## src/rtl/pc_reg_unit.sv

```systemverilog
// Program-counter register with stall, redirect (one-cycle flush bubble),
// sticky misalignment flag and a terminal halt state.
module pc_reg_unit #(
  parameter int               WIDTH    = 16,
  parameter int               INCR     = 2,
  parameter logic [WIDTH-1:0] RESET_PC = '0
) (
  input  logic             clk,
  input  logic             rst,
  input  logic             stall,
  input  logic             redirect_valid,
  input  logic [WIDTH-1:0] redirect_pc,
  input  logic             halt,
  output logic [WIDTH-1:0] pc,
  output logic [WIDTH-1:0] pc_plus,
  output logic             fetch_valid,
  output logic             halted,
  output logic             misalign_err
);

  // INCR is a power of two, so INCR-1 covers exactly the low alignment bits;
  // for INCR=1 the mask is zero and nothing is cleared or flagged.
  localparam logic [WIDTH-1:0] ALIGN_MASK = WIDTH'(INCR - 1);
  localparam logic [WIDTH-1:0] STEP       = WIDTH'(INCR);

  typedef enum logic [1:0] {
    RUN    = 2'd0,
    BUBBLE = 2'd1,
    HALT   = 2'd2
  } state_t;

  state_t           state;
  logic [WIDTH-1:0] target;
  logic             target_misaligned;

  assign pc_plus           = pc + STEP;
  assign target            = redirect_pc & ~ALIGN_MASK;
  assign target_misaligned = |(redirect_pc & ALIGN_MASK);

  always_ff @(posedge clk or posedge rst) begin
    if (rst) begin
      pc           <= RESET_PC;
      state        <= RUN;
      fetch_valid  <= 1'b1;
      halted       <= 1'b0;
      misalign_err <= 1'b0;
    end else begin
      case (state)
        RUN, BUBBLE: begin
          if (redirect_valid) begin
            pc          <= target;
            state       <= BUBBLE;
            fetch_valid <= 1'b0;
            if (target_misaligned)
              misalign_err <= 1'b1;
          end else if (halt) begin
            state       <= HALT;
            fetch_valid <= 1'b0;
            halted      <= 1'b1;
          end else if (!stall) begin
            // A bubble already holds the target, so it only returns to RUN.
            if (state == RUN) begin
              pc <= pc_plus;
            end else begin
              state       <= RUN;
              fetch_valid <= 1'b1;
            end
          end
        end
        HALT: begin
          state <= HALT;
        end
        default: begin
          state       <= HALT;
          fetch_valid <= 1'b0;
          halted      <= 1'b1;
        end
      endcase
    end
  end

endmodule
```

## config.mk

```make
export PLATFORM = sky130hd
export DESIGN_NAME = pc_reg_unit
export DESIGN_NICKNAME = d
export VERILOG_FILES = /design/src/rtl/pc_reg_unit.sv
export SDC_FILE = /design/constraint.sdc
export NUM_CORES = 1
export LEC_CHECK = 0
export CAP_MARGIN = 15
export CORE_MARGIN = 2
export CORE_UTILIZATION = 45
export DETAILED_ROUTE_END_ITERATION = 16
export HOLD_SLACK_MARGIN = 0.15
export PLACE_DENSITY = 0.8
export SETUP_SLACK_MARGIN = 0.02
export SKIP_CTS_REPAIR_TIMING = 1
export SLEW_MARGIN = 20
export SYNTH_ARGS = -nofsm -noshare
export SYNTH_HDL_FRONTEND = slang
export SYNTH_SLANG_ARGS = --single-unit
```

## constraint.sdc

```tcl
create_clock -name clk -period 4.3 [get_ports clk]
set_input_delay 0.86 -clock clk [delete_from_list [all_inputs] [get_ports clk]]
set_output_delay 0.86 -clock clk [all_outputs]
set_load 0.1 [all_outputs]
```

Word level (Yosys, flattened, before mapping)
Cells that the tools add are included.
Storage, ports and cells
  bits in registers: 21
  bits of input ports: 21
  logic and storage cells: 40
Cells by class
  reductions and logical operators: 8
  bitwise operators: 1
  eq/ne operators: 8
  $add $sub $neg: 1
  muxes and demuxes: 17
Operators with widths (count)
  $mux W16: 4
  $add A16 B2 Y16 const B: 1
  $mux W2: 5
  $reduce_and A3 Y1: 3
  $ne A4 B4 Y1 const B: 2
  $mux W1: 6
  $ne A2 B2 Y1 const B: 3
  $pmux W1 S2: 2
  $reduce_and A4 Y1: 1
  $eq A2 B1 Y1 const B: 1
  $eq A2 B2 Y1 const B: 1
  $logic_not A2 Y1: 1
  $ne A2 B1 Y1 const B: 1
  $reduce_and A2 Y1: 1
  $reduce_bool A2 Y1: 1
  $reduce_or A2 Y1: 1
  $not A1 Y1: 1

Logic depth before layout (Yosys ltp)
Gate-level depths: netlist of the first run.
  depth after elaboration: 6
  mapped depth: 7
  depth with buffers taken out: 5

Least setup slack after synthesis of the first run
OpenSTA, ideal clock, no wires.
  kind: register to output
  from: register pc[2]
  to: output port pc_plus[11]
  stages on the path, launching flop included: 5
  arrival: 3384 ps
  buffers on the path: 0
  setup slack: 56 ps
  cells stage by stage: dfrtp_1 -> ha_1 -> nand4_2 -> nor3_1 -> xor2_1
Between the ends
  longest elaborated chain between the ends: 1
RTL lines
  start: declaration: RTL line 14  | output logic [WIDTH-1:0] pc,
  start signal: assignment: RTL line 51  | pc <= target;
  start signal: assignment: RTL line 63  | pc <= pc_plus;
  $add A16 B2 Y16: RTL line 36  | assign pc_plus = pc + STEP;
  end: declaration: RTL line 15  | output logic [WIDTH-1:0] pc_plus,
No other way between the ends.

Worst setup path in the final report of the first run
  from: register pc[2]
  to: output port pc_plus[5]
Same word-level chain as after synthesis.

==> results of run 1 <==
==> synthesized netlist by cell type (2+ instances only) <==
| cell | number | area (sq um) |
|---|---|---|
| and4_1 | 3 | 26.3 |
| o21ai_0 | 10 | 50.1 |
| a31oi_1 | 5 | 31.3 |
| nor3b_1 | 2 | 15.0 |
| xor2_1 | 8 | 70.1 |
| clkbuf_1 | 3 | 11.3 |
| a21o_1 | 2 | 15.0 |
| inv_1 | 5 | 18.8 |
| nor2b_1 | 2 | 12.5 |
| xnor2_1 | 5 | 43.8 |
| o22a_1 | 3 | 26.3 |
| nor4_1 | 2 | 12.5 |
| a2bb2oi_1 | 2 | 17.5 |
| buf_2 | 5 | 25.0 |
| nand3_1 | 7 | 35.0 |
| nand2_1 | 8 | 30.0 |
| a21oi_1 | 8 | 40.0 |
| buf_6 | 2 | 22.5 |
| o21a_1 | 3 | 22.5 |
| dfrtp_1 | 19 | 475 |
| nor2_1 | 12 | 45.0 |
| mux2i_1 | 3 | 30.0 |
| buf_4 | 2 | 15.0 |
| o2bb2ai_1 | 2 | 17.5 |
| a22oi_1 | 2 | 15.0 |
| nor3_1 | 5 | 25.0 |
==> power breakdown <==
group	internal (mW)	switching, mW
sequential	0.222	0.0615
combinational	0.182	0.652
clock	0.0942	0.0624
==> cells by family (layout without fill, tap and decap cells) <==
family                   count (synthesis)  in the layout  synth area share [%]
flip-flops                              20             20                  36.7
multiplexers                             3              3                  2.20
adder cells (fa/ha/maj)                  1              1                 0.915
other                                    1              2                 0.274
AO/OA/AOI/OAI                           45             45                  23.1
XOR/XNOR                                13             13                  8.33
AND/OR/NAND/NOR                         51             51                  21.7
buffers and inverters                   17             63                  6.77
==> final cells by class <==
class	count	area, sq um
Fill cell	259	1070
Multi-Input combinational cell	115	777
Timing Repair Buffer	54	513
Sequential cell	20	502
Tap cell	33	41.3
Clock inverter	1	30.0
Clock buffer	3	22.5
Inverter	5	18.8
==> state kept, by name (all words and copies together), names as in the netlist <==
name	cells
pc	15
fetch_valid	1
state	2
misalign_err	1
halted	1
==> metrics by stage <==
step                instance area [sq um]  setup slack [ps]  instances  power (mW)  hold WS, ps
floorplan                            1370              56.0        152       0.938          462
global placement                     1850              1270        227        1.11          440
detailed placement                   1850              1220        227        1.12          447
CTS                                  1900               868        231        1.28          478
global route                         1900               716        231        1.31          511
finish                               1900               867        231        1.27          472
==> metal layers <==
metal | vias to the layer above | GRT usage (%) | part of all wire, %
li1 | 642 | - | -
met1 | 651 | 28.8 | 42
met2 | 46 | 37.0 | 52
met3 | 8 | 2.18 | 4.1
met4 | 0 | 10.1 | 2.1
met5 | - | 0 | 0
==> worst paths after layout <==
path	slack, ps	end	depth (start not counted)
worst min register to register	470	misalign_err$_DFFE_PP0P_	1
min in group asynchronous	990	pc[5]$_DFFE_PP0P_	2
worst max register to register	2460	pc[11]$_DFFE_PP0P_	5
worst max-delay path	870	pc_plus[5]	4
max in group asynchronous	2820	pc[6]$_DFFE_PP0P_	2
worst min-delay path	470	misalign_err$_DFFE_PP0P_	1
==> critical path: stages, from the launching register on <==
cell             delay [ps]
dfrtp_1                 450
ha_1                    290
and3_1                  240
xor2_1                  150
clkdlybuf4s50_1        1140
==> results.ini, run 1 <==
[status]
status=finished, final reports clean

[timing]
rsz0062_at_grt=false
finalSetupViolations=0
finalHoldViolCount=0
finalCriticalPeriod_ps=3430
max_slew_margin_pct=33.3
finalMaxSlewViolations=0
worst_pin_slew_ps=997
fmax_mhz=291
finalCritPeriodShare_pct=79.8
finClkSkew_ps=6.18
fin_tns_setup_ps=0

[critical_path]
required_ps=3440
start_kind=register
end_kind=primary output
crit_arrival_ps=2570
path_max_fanout=6
worstSetupPathType=reg2out
critPathLaunch=pc[2]$_DFFE_PP0P_
reg2reg_from=pc[2]$_DFFE_PP0P_

[flow_run]
cap_viol_max_count=0

[layout]
n_antenna_cell=0
drive_gt1_share_pct=11.1
layout_commonest_cell=clkdlybuf4s50_1
final_core_util_pct=63.9
synthToLayoutAreaGrowth_pct=39.2
nNetsFinal=221
final_cell_mix=clkdlybuf4s50_1 (43), dfrtp_1 (19), nor2_1 (12), buf_4 (11), o21ai_0 (10)

[global_route]
antenna_found_initial=0
grt_pass1_vias=1294
gr-total-overflow=0
grt_max_degree=27
grt_pass1_wl_microns=5900
grt_use_total_pct=22.1

[clock_tree]
cts_sinks=20
cts_buffer_depth=2
clk_latency_ps=310
numCtsBuffers=3
cts_tree=built
htreeDepth=1
clkTransAtPathRegs_ps=120
root_buffer=clkbuf_4

[synthesis]
synthArstFlopShare_pct=100
syn_area_sq_um=1370
synth_edf_count=0
synthFlopType=dfrtp_1
syn_avg_cell_area_sq_um=9.06
synth-seq-cells=20
ys_seq_area_share_pct=36.7
ys_warn_count=0
synth_cells=151
yosysUniqueCellTypes=47

[floorplanning]
core-area_sq_um=2980
die_h_microns=59.1
num_rows=20
initial_core_util_pct=45.9
dieArea_sq_um=3500
die_w_microns=59.1
boundaryPins=56

[placement]
portBuffers=53
dpl.hpwl_microns=2540
gp_congestion=0.789

[hold_path]
worstHoldStart=misalign_err$_DFFE_PP0P_
min_path_type=reg2reg

[power_and_ir_drop]
p_leak_nw=0.781
max-vdd-ir-drop_uv=592
p_per_area_nw_per_um2=669

[route]
num_vias=1347
firstDrtPassIters=4
via_per_inst=5.83
drt_iter0_drc=76
wl_microns=3460
antenna_left=0
drcViolationCount=0
wire_per_inst_microns=15.0

(Power assumes the default switching activity.)
==> run 2, diff against run 1 <==
--- a/config.mk
+++ b/config.mk
@@ -7,10 +7,10 @@
 export LEC_CHECK = 0
 export CAP_MARGIN = 15
 export CORE_MARGIN = 2
-export CORE_UTILIZATION = 45
+export CORE_UTILIZATION = 43
 export DETAILED_ROUTE_END_ITERATION = 16
 export HOLD_SLACK_MARGIN = 0.15
-export PLACE_DENSITY = 0.8
+export PLACE_DENSITY = 0.77
 export SETUP_SLACK_MARGIN = 0.02
 export SKIP_CTS_REPAIR_TIMING = 1
 export SLEW_MARGIN = 20
==> constraint.sdc (replaced) <==
create_clock -name clk -period 3.4 [get_ports clk]
set_input_delay 0.68 -clock clk [delete_from_list [all_inputs] [get_ports clk]]
set_output_delay 0.68 -clock clk [all_outputs]
set_load 0.1 [all_outputs]
==> run 2 against run 1 <==
Compared with the run above:
- global-route usage decreased by 1.2 points
- cell count up 4.8%
- die area is 4.3% higher
- largest cell class unchanged
==> results.ini, run 2 (synthesized netlist as in run 1, its figures left out) <==
[hold_path]
min_path_type=reg2reg
hold_depth=1  ; unchanged

[layout]
multi_input_area_sq_um=890  ; +14%
top_register=pc
nNetsFinal=221  ; unchanged
seqCellArea_sq_um=502  ; unchanged
num-fill-cells=276  ; +6.6%
final_core_util_pct=64.8  ; +0.84 points
n_antenna_cell=0  ; unchanged
final_cell_mix=buf_4 (32), clkdlybuf4s50_1 (22), dfrtp_1 (19), nor2_1 (12), o21ai_0 (10)
reg_top3=pc: 15 flops, state: 2 flops
largest_register_ff_count=15  ; unchanged
layout_commonest_cell=buf_4
drive_gt1_share_pct=27.8  ; +17 points
fin_cells=242  ; +4.8%
synthToLayoutAreaGrowth_pct=43.5

[power_and_ir_drop]
pwr-share-comb_pct=67.2  ; +1.8 points
p_sw_share_pct=63.6  ; +2.7 points
p_per_area_nw_per_um2=794  ; +19%
p_sw_mw=0.991  ; +28%
max-vdd-ir-drop_uv=827  ; +40%
p_int_mw=0.567  ; +14%
p_leak_nw=0.831  ; +6.5%
p_seq_share_pct=23.7  ; +1.4 points
finalPower_mw=1.56  ; +22%
power_frac_clock_pct=9.1  ; -3.2 points

[status]
status=finished, final reports clean

[critical_path]
reg2regPathDepth=5  ; unchanged
cpMaxStageDelayCell=nor4_4
cp_cell_sequence=ha_1 > nand4_2 > nor4_4 > xor2_4 > buf_4
start_kind=register
path_max_fanout=6  ; unchanged
crit_arrival_ps=2240  ; -330 ps
worstSetupPathType=reg2out
end_kind=primary output
required_ps=2720  ; -720 ps
slowest_delay_ps=510  ; -630 ps

[route]
drcViolationCount=0  ; unchanged
wl_microns=3490  ; +0.78%
firstDrtPassIters=4  ; unchanged
via_per_inst=5.48  ; -6.0%
antenna_left=0  ; unchanged
wire_per_inst_microns=14.4  ; -3.8%
num_vias=1326  ; -1.6%
drt_iter0_drc=46  ; -39%

[timing]
finalCritPeriodShare_pct=85.8
rsz0062_at_grt=false
worst_pin_slew_ps=979  ; -18.1 ps
finalCriticalPeriod_ps=2920
finalMaxSlewViolations=0  ; unchanged
finalHoldViolCount=0  ; unchanged
timing.hold.ws_ps=465  ; -7.49 ps
fin_tns_setup_ps=0  ; unchanged
max_slew_margin_pct=34.6  ; +1.2 points
fmax_mhz=343
finClkSkew_ps=6.92  ; +0.732 ps
finalSetupViolations=0  ; unchanged

[clock_tree]
root_buffer=clkbuf_4
clkTransAtPathRegs_ps=120  ; about the same
cts_sinks=20  ; unchanged
cts_tree=built
numCtsBuffers=3  ; unchanged
htreeDepth=1  ; unchanged
clk_latency_ps=300  ; about the same
cts_buffer_depth=2  ; unchanged

[floorplanning]
core-area_sq_um=3030  ; +1.7%
boundaryPins=56  ; unchanged
num_rows=20  ; unchanged
die_h_microns=60.4  ; +2.1%
die_w_microns=60.4  ; +2.1%
initial_core_util_pct=45.2  ; -0.76 points
dieArea_sq_um=3650  ; +4.3%

[global_route]
gr-total-overflow=0  ; unchanged
grt_use_total_pct=20.9  ; -1.2 points
grt_pass1_vias=1270  ; -1.9%
antenna_found_initial=0  ; unchanged
grt_pass1_wl_microns=5820  ; -1.4%
grt_max_degree=26  ; -3.7%

[placement]
dp.cells=238  ; +4.8%
dpl.hpwl_microns=2590  ; +1.9%
portBuffers=53  ; unchanged
gp_congestion=0.764  ; -3.1%

[flow_run]
cap_viol_max_count=0  ; unchanged

run 2: cell types whose count changed in the layout (fill, tap and decap cells not counted), sizes merged:
cell | before | now
bufinv | 1 | 0
clkbuf | 3 | 4
clkdlybuf4s50 | 43 | 22
buf | 11 | 32
run 2: worst paths after layout:
kind / startpoint / to / slack (ps)
setup / recovery: pc[2]$_DFFE_PP0P_ / pc_plus[15] / 480
setup reg to reg: pc[2]$_DFFE_PP0P_ / pc[11]$_DFFE_PP0P_ / 1440
max in group asynchronous: rst / pc[8]$_DFFE_PP0P_ / 2090
hold reg to reg: misalign_err$_DFFE_PP0P_ / misalign_err$_DFFE_PP0P_ / 460
hold / removal: misalign_err$_DFFE_PP0P_ / misalign_err$_DFFE_PP0P_ / 460
min in group asynchronous: rst / pc[4]$_DFFE_PP0P_ / 810
run 2: power by group through the flow:
stage | combinational, mW | clock, mW | sequential, mW
after global placement | 1.04 | 0 | 0.368
final | 1.05 | 0.142 | 0.370
after floorplan | 0.546 | 0 | 0.670
after detailed placement | 1.05 | 0 | 0.375
after CTS | 1.05 | 0.145 | 0.370
after global routing | 1.08 | 0.159 | 0.382
run 2: layout make-up:
class                           instances  area share, %
Sequential cell                        20           25.6
Multi-Input combinational cell        115           45.3
Tap cell                               44           2.81
Clock buffer                            4           1.85
Inverter                                5          0.957
Timing Repair Buffer                   54           23.5
run 2: per-layer routing:
metal	part of all wire [%]	GRT usage [%]
met2	50	37.1
met4	0.72	4.44
met3	5.7	2.99
met5	0	0
met1	43	27.3
run 2: metrics by stage:
stage | cell area (sq um) | setup WS, ps
after floorplan | 1480 | -195
after global placement | 1930 | 917
after detailed placement | 1930 | 828
after CTS | 1960 | 471
after global routing | 1960 | 338
final | 1960 | 483
run 2: worst max-delay path, delay by kind of cell (launching register included):
kind	cells	cell delay, ps
AND/OR/NAND/NOR	2	740
flip-flops	1	450
buffers and inverters	1	300
adder cells (fa/ha/maj)	1	280
XOR/XNOR	1	160
